## src/rtl/io_dec_pkg.sv

```systemverilog
// Shared types and widths for the 68k IO bus decoder.
// Channel index width is sized for the largest supported decoder (8 channels).
package io_dec_pkg;

  typedef enum logic [2:0] {
    IDLE,
    WAIT,
    ACK,
    NOMAP,
    ERR,
    FOREIGN
  } state_t;

  localparam int WS_W       = 4;
  localparam int TO_W       = 8;
  localparam int CH_FIELD_W = 12;
  localparam int MAX_CH     = 8;
  localparam int CH_IDX_W   = 3;

endpackage

```

## src/rtl/io_chan_match.sv

```systemverilog
// Combinational address-window matcher: compares Address[15:4] against every
// channel base and reports the lowest-indexed hit as one-hot and as an index.
module io_chan_match
  import io_dec_pkg::*;
#(
  parameter int                             NUM_CH  = 4,
  parameter logic [NUM_CH*CH_FIELD_W-1:0]   CH_BASE = '0
) (
  input  logic [CH_FIELD_W-1:0] addr_field,
  output logic                  hit,
  output logic [NUM_CH-1:0]     match,
  output logic [CH_IDX_W-1:0]   ch_idx
);

  // Scan from the top down so the lowest matching index is the one left standing.
  always_comb begin
    hit    = 1'b0;
    match  = '0;
    ch_idx = '0;
    for (int i = NUM_CH - 1; i >= 0; i--) begin
      if (addr_field == CH_BASE[i*CH_FIELD_W +: CH_FIELD_W]) begin
        hit      = 1'b1;
        match    = '0;
        match[i] = 1'b1;
        ch_idx   = CH_IDX_W'(i);
      end
    end
  end

endmodule

```

## src/rtl/io_bus_decoder_dtack.sv

```systemverilog
// Registered IO bus decoder: per-channel enable/strobe, wait-stated DTACK_L,
// and a BERR_L timeout for IO accesses that hit no channel.
module io_bus_decoder_dtack
  import io_dec_pkg::*;
#(
  parameter int                           NUM_CH  = 4,
  parameter logic [NUM_CH*CH_FIELD_W-1:0] CH_BASE = {12'h803, 12'h801, 12'h800, 12'h802},
  parameter logic [NUM_CH*WS_W-1:0]       CH_WS   = {4'd0, 4'd0, 4'd0, 4'd2},
  parameter int                           TIMEOUT = 15
) (
  input  logic              Clk,
  input  logic              Reset_L,
  input  logic [31:0]       Address,
  input  logic              IO_Select_H,
  input  logic              AS_L,
  output logic [NUM_CH-1:0] Enable_H,
  output logic [NUM_CH-1:0] Strobe_H,
  output logic              DTACK_L,
  output logic              BERR_L,
  output logic              Busy_H
);

  state_t              state_q, state_d;
  logic [NUM_CH-1:0]   enable_q, enable_d;
  logic [NUM_CH-1:0]   strobe_q, strobe_d;
  logic                dtack_l_q, dtack_l_d;
  logic                berr_l_q, berr_l_d;
  logic                busy_q, busy_d;
  logic [WS_W-1:0]     ws_cnt_q, ws_cnt_d;
  logic [TO_W-1:0]     to_cnt_q, to_cnt_d;
  logic                armed_q, armed_d;

  logic                hit;
  logic [NUM_CH-1:0]   match;
  logic [CH_IDX_W-1:0] ch_idx;
  logic [WS_W-1:0]     ws_load;

  logic                unused_addr_bits;
  assign unused_addr_bits = ^{Address[31:16], Address[3:0]};

  io_chan_match #(
    .NUM_CH  (NUM_CH),
    .CH_BASE (CH_BASE)
  ) u_match (
    .addr_field (Address[15:4]),
    .hit        (hit),
    .match      (match),
    .ch_idx     (ch_idx)
  );

  always_comb begin
    ws_load = '0;
    for (int i = 0; i < NUM_CH; i++) begin
      if (ch_idx == CH_IDX_W'(i)) ws_load = CH_WS[i*WS_W +: WS_W];
    end
  end

  always_comb begin
    state_d   = state_q;
    enable_d  = enable_q;
    strobe_d  = '0;
    dtack_l_d = dtack_l_q;
    berr_l_d  = berr_l_q;
    ws_cnt_d  = ws_cnt_q;
    to_cnt_d  = to_cnt_q;
    // A cycle seen in flight at reset must end (AS_L high) before we accept another.
    armed_d   = armed_q | AS_L;

    if (state_q == IDLE) begin
      if (!AS_L && armed_q) begin
        if (!IO_Select_H) begin
          state_d = FOREIGN;
        end else if (hit) begin
          state_d  = WAIT;
          enable_d = match;
          strobe_d = match;
          ws_cnt_d = ws_load;
        end else begin
          state_d  = NOMAP;
          to_cnt_d = TO_W'(TIMEOUT);
        end
      end
    end else if (AS_L) begin
      // Release, and abort of an unfinished WAIT/NOMAP, share this path.
      state_d   = IDLE;
      enable_d  = '0;
      dtack_l_d = 1'b1;
      berr_l_d  = 1'b1;
    end else begin
      case (state_q)
        WAIT: begin
          if (ws_cnt_q != '0) begin
            ws_cnt_d = ws_cnt_q - 1'b1;
          end else begin
            dtack_l_d = 1'b0;
            state_d   = ACK;
          end
        end
        NOMAP: begin
          if (to_cnt_q != '0) begin
            to_cnt_d = to_cnt_q - 1'b1;
          end else begin
            berr_l_d = 1'b0;
            state_d  = ERR;
          end
        end
        ACK, ERR, FOREIGN: state_d = state_q;
        default:           state_d = IDLE;
      endcase
    end

    busy_d = (state_d != IDLE);
  end

  always_ff @(posedge Clk) begin
    if (!Reset_L) begin
      state_q   <= IDLE;
      enable_q  <= '0;
      strobe_q  <= '0;
      dtack_l_q <= 1'b1;
      berr_l_q  <= 1'b1;
      busy_q    <= 1'b0;
      ws_cnt_q  <= '0;
      to_cnt_q  <= '0;
      armed_q   <= 1'b0;
    end else begin
      state_q   <= state_d;
      enable_q  <= enable_d;
      strobe_q  <= strobe_d;
      dtack_l_q <= dtack_l_d;
      berr_l_q  <= berr_l_d;
      busy_q    <= busy_d;
      ws_cnt_q  <= ws_cnt_d;
      to_cnt_q  <= to_cnt_d;
      armed_q   <= armed_d;
    end
  end

  assign Enable_H = enable_q;
  assign Strobe_H = strobe_q;
  assign DTACK_L  = dtack_l_q;
  assign BERR_L   = berr_l_q;
  assign Busy_H   = busy_q;

endmodule
```

## config.mk

```make
export PLATFORM = sky130hd
export DESIGN_NAME = io_bus_decoder_dtack
export DESIGN_NICKNAME = d
export VERILOG_FILES = /design/src/rtl/io_dec_pkg.sv /design/src/rtl/io_chan_match.sv /design/src/rtl/io_bus_decoder_dtack.sv
export SDC_FILE = /design/constraint.sdc
export NUM_CORES = 1
export LEC_CHECK = 0
export BUFFER_PORTS_ARGS = -buffer_cell sky130_fd_sc_hd__clkbuf_2
export CORE_MARGIN = 4
export CORE_UTILIZATION = 25
export DETAILED_ROUTE_END_ITERATION = 8
export MAX_ROUTING_LAYER = met4
export PLACE_DENSITY = 0.54
export SYNTH_ARGS = -nofsm -noshare
export SYNTH_HDL_FRONTEND = slang
export SYNTH_SLANG_ARGS = --single-unit
```

## constraint.sdc

```tcl
create_clock -name Clk -period 3.8 [get_ports Clk]
set_input_delay 0.19 -clock Clk [delete_from_list [all_inputs] [get_ports Clk]]
set_output_delay 0.19 -clock Clk [all_outputs]
set_load 0.01 [all_outputs]
```

# Word level (Yosys, flattened, before mapping)
# Index checks and enable logic that the tools add are counted.
[word_totals] mem_count=0 latchBits=0 mem_bits_rw=0 reg_bits=27 output_inout_bits=11 mem_bits_ro=0 wordCells=102
[op_classes] shift=0 magnitude_cmp=0 muxes=49 eq_ne=19 bitwise=2 mul=0 addsub=2 n_reduce_logical=21 n_div=0
[ops] op="$mux 4" count=19
[ops] op="$mux 8" count=7
[ops] op="$eq 12x12->1 const B" count=4
[ops] op="$mux 3" count=6
[ops] op="$reduce_bool 2->1" count=7
[ops] op="$eq 3x2->1 const B" count=4
[ops] op="$mux 2" count=6
[ops] op="$reduce_and 6->1" count=2
[ops] op="$mux 1" count=10
[ops] op="$ne 2x2->1 const B" count=5
[ops] op="$pmux 3 s3" count=1
[ops] op="$reduce_bool 8->1" count=1
[ops] op="$sub 8x1->8 const B" count=1
[ops] op="$eq 3x1->1 const B" count=2
[ops] op="$eq 3x3->1 const B" count=2
[ops] op="$logic_not 3->1" count=2
[ops] op="$reduce_and 3->1" count=2
[ops] op="$reduce_and 5->1" count=1
[ops] op="$ne 2x1->1 const B" count=2
[ops] op="$reduce_and 4->1" count=1
[ops] op="$reduce_bool 4->1" count=1
[ops] op="$sub 4x1->4 const B" count=1
[ops] op="$reduce_bool 3->1" count=1
[ops] op="$reduce_or 3->1" count=1
[ops] op="other kinds (4)" count=4

# Longest topological paths before layout
[depth] depth_word=14 mapped_depth=8 depth_no_buf=7

# By module
# From an unflattened synthesis, not the netlist that was laid out.
[unflattened] hier_cells=173 hier_area_um2=1458.9
[modules_own_cells] module="io_bus_decoder_dtack" n_inst=1 cells_each=152 area_each_um2=1288.7 seq_area_each_um2=540.5
[modules_own_cells] module="io_chan_match" n_inst=1 cells_each=21 area_each_um2=170.2 seq_area_each_um2=0.0

# Least setup slack after synthesis
# Ideal clock, no wire load.
[synth_path] path_kind="reg2reg" startpoint="reg ws_cnt_q[0]" endpoint="reg ws_cnt_q[3]" path_buffers=0 stages_incl_launch_ff=8 period_less_slack_ns=1.948 t_required_ns=3.685 setup_slack_ns=1.852 arrival_ns=1.834 cell_sequence="dfxtp_1 inv_1 ha_1 nor3b_1 nor4bb_1 a2bb2oi_1 a21boi_0 o21a_1"
[synth_between] elab_chain_cells=5 word_cells_on_any_way=8 classes_between="1 x add/sub; 4 x mux; 3 x reduce/logical"
[synth_lines] element="from (decl)" line="io_bus_decoder_dtack.sv:29" rtl="logic [WS_W-1:0] ws_cnt_q, ws_cnt_d;"
[synth_lines] element="from (signal assigned)" line="io_bus_decoder_dtack.sv:133" rtl="ws_cnt_q <= ws_cnt_d;"
[synth_lines] element="$sub 4x1->4" line="io_bus_decoder_dtack.sv:93" rtl="ws_cnt_d = ws_cnt_q - 1'b1;"
[synth_lines] element="$mux 4" line="io_bus_decoder_dtack.sv:92" rtl="if (ws_cnt_q != '0) begin"
[synth_lines] element="$mux 4" line="io_bus_decoder_dtack.sv:90" rtl="case (state_q)"
[synth_lines] element="$mux 4" line="io_bus_decoder_dtack.sv:83" rtl="end else if (AS_L) begin"
[synth_lines] element="$mux 4" line="io_bus_decoder_dtack.sv:69" rtl="if (state_q == IDLE) begin"
# Parallel ways exist; a longest one is shown, timed or not. The select of a mux whose other input is x is not followed.
# A chain may end at the register's enable or synchronous reset.

# Worst setup path after layout
# Same ends and word-level chain as after synthesis.

==> results.ini <==
[run_status]
outcome = complete, no violations

[timing]
post-route-period-util = 0.607
rsz0062_at_grt = false
finalCriticalPeriod_ps = 2310
clock_skew_ps = 3.92
slew_headroom = 0.558
maxSlewViolCount = 0
hold_violations = 0
setup_slack_ps = 1490
fmax_mhz = 433
setup_tns_ps = 0
tightest_slew_ps = 654
setup_viol = 0

[grt]
grt-ovfl-total = 0
grt_max_degree = 20
grt_usage = 0.0929
grt_pass1_vias = 1009
antenna_found_initial = 0
grt_pass1_wl_um = 4640

[detailed_routing]
vias = 1106
drcViolationCount = 0
ant_nets = 0
via_per_inst = 4.53
drt_pre_antenna_iters = 4
wirelength_um = 2710
drt_iter0_drc = 24
avgRoutedWirePerCell_um = 11.1

[placed_design]
place_ws_ps = 1520
io_buffers = 26
dp_hpwl_um = 2030
gp_congestion = 0.703

[floorplan]
ios = 47
die_w_um = 80.5
rows = 26
die_y_um = 80.5
initial_core_util = 0.257
core_area_um2 = 5110
die_area_um2 = 6480

[clock_tree]
postCtsSetupRepairBufs = 0
clockBufferDepth = 2
clk_latency_ps = 270
cts_hold_buffers = 0
cts_resized = 0
cts-htree-levels = 1
tritoncts = yes
cts-root-buf = clkbuf_8
cts_buffers = 3
path_clk_slew_ps = 90
clock_sinks = 27

[setup_path]
slowest_delay_ps = 600
cp-end-kind = flip-flop
cp_max_fo = 5
crit_buf_inv = 1
start_kind = flip-flop
path_cells = inv_1 -> ha_1 -> nor3b_1 -> nor4bb_1 -> a2bb2oi_1 -> a21boi_0 -> o21a_1
critPathKind = flip-flop to flip-flop
crit_required_ps = 3980
crit_family = simple AND/OR/NAND/NOR gates
cp.arrival_ps = 2480
crit_path_top_delay_cell = nor4bb_1

[synthesis]
synth_nets = 187
ys_warn_count = 0
syn_avg_cell_area_um2 = 8.83
synth_seq_cells = 27
synth_cell_type_count = 43
synth_area_um2 = 1320
syn_inst = 149
ys_seq_area_frac = 0.411

[run]
max_cap_violations = 0

[power]
leakage_nw = 0.655
powerDensity_nw_per_um2 = 347
peakVddDrop_v = 0.000135
power_mw = 0.539

[cells_and_area]
nNetsFinal = 213
utilization = 0.304
drive_above_1_share = 0.218
syn2layout_area_growth_pct = 18.0
n_antenna_cell = 0

[min_path]
hold_path.class = primary input to flip-flop

[cell usage after synthesis (all sizes together)]
master | count | area, um^2
or4 | 3 | 26.3
buf | 2 | 16.3
o21ai | 4 | 20.0
dfxtp | 27 | 541
a22o | 1 | 8.76
or3 | 6 | 38.8
ha | 2 | 25.0
a21boi | 1 | 7.51
nand3 | 4 | 20.0
nor2 | 10 | 37.5
and2 | 6 | 37.5
nor4bb | 1 | 10.0
o211ai | 1 | 7.51
nand2b | 5 | 31.3
mux2i | 4 | 40.0
a2bb2oi | 1 | 8.76
o311a | 1 | 21.3
o21a | 4 | 30.0
o21ba | 1 | 10.0
or2b | 1 | 11.3
o211a | 2 | 20.0
nor4 | 3 | 18.8
clkbuf | 3 | 11.3
nor4b | 1 | 8.76
nand2 | 13 | 48.8
o31ai | 3 | 22.5
inv | 6 | 22.5
and3b | 1 | 8.76
o21bai | 1 | 7.51
a31oi | 3 | 18.8
o31a | 2 | 18.8
nand3b | 3 | 22.5
a21oi | 11 | 58.8
nor3b | 4 | 30.0
nor3 | 5 | 30.0
nand4 | 1 | 6.26
and3 | 2 | 12.5
[cell usage in the layout, fill, tap and decap left out, types with 5 or more instances in the layout]
cell type and instances:
a21oi_1 10, nor2_1 10, or3_1 5, dfxtp_1 27, inv_1 6, and2_1 6, nand2b_1 5, nand2_1 13
clkbuf_2 26
[stage by stage]
stage / area [um^2] / hold WS [ps] / instances
6_report: 1550 / 158 / 244
5_1_grt: 1550 / 154 / 244
4_1_cts: 1550 / 147 / 244
3_5_place_dp: 1510 / 450 / 240
3_3_place_gp: 1510 / 457 / 240
2_1_floorplan: 1320 / 266 / 149
[sequential cells by signal (all words and copies together) (netlist names)]
signal    cells
DTACK_L       1
Busy_H        1
state_q       3
armed_q       1
BERR_L        1
Strobe_H      4
to_cnt_q      8
Enable_H      4
ws_cnt_q      4
[final cells by class]
cell class              instances  area (um^2)
clock inverters                 1         5.00
flip-flops and latches         27          541
inverters                       6         22.5
fillers                       554         3560
clock buffers                   3         41.3
multi-input cells             111          724
well taps                      70         87.6
repair buffers                 26          130
[cell families (layout without fill, tap and decap cells)]
family,after synthesis,count (layout),synth area share
compound gates,36,36,0.198
fa+ha+maj,2,2,0.0190
simple gates,69,69,0.304
flops,27,27,0.411
buf+inv,11,36,0.0381
mux,4,4,0.0304
[metal layers]
layer	part of all wire	global-route usage	wire [um]
met5	0	-	0
met4	0.019	0.0456	51
met3	0.027	0.0135	72
met2	0.45	0.138	1220
met1	0.51	0.123	1370
[worst reg2reg max path, cell delays in order, from the launching register on]
cell	delay, ps
dfxtp_1	390
inv_1	60
ha_1	210
nor3b_1	180
nor4bb_1	600
a2bb2oi_1	430
a21boi_0	150
o21a_1	190
[where the power goes]
part,switching [mW],total (mW),internal (mW)
Sequential,0.00919,0.301,0.292
Combinational,0.0397,0.0743,0.0346
Clock,0.0899,0.164,0.0736
[path summary, 6_finish.rpt]
path / start / to / slack (ps) / depth (start not counted)
setup / recovery: ws_cnt_q[0] / ws_cnt_q[3] / 1490 / 7
hold / removal: Address[4] / Strobe_H[1] / 160 / 2
setup reg to reg: ws_cnt_q[0] / ws_cnt_q[3] / 1490 / 7
hold reg to reg: BERR_L / BERR_L / 480 / 2
Power figures use the tool's default switching activity.
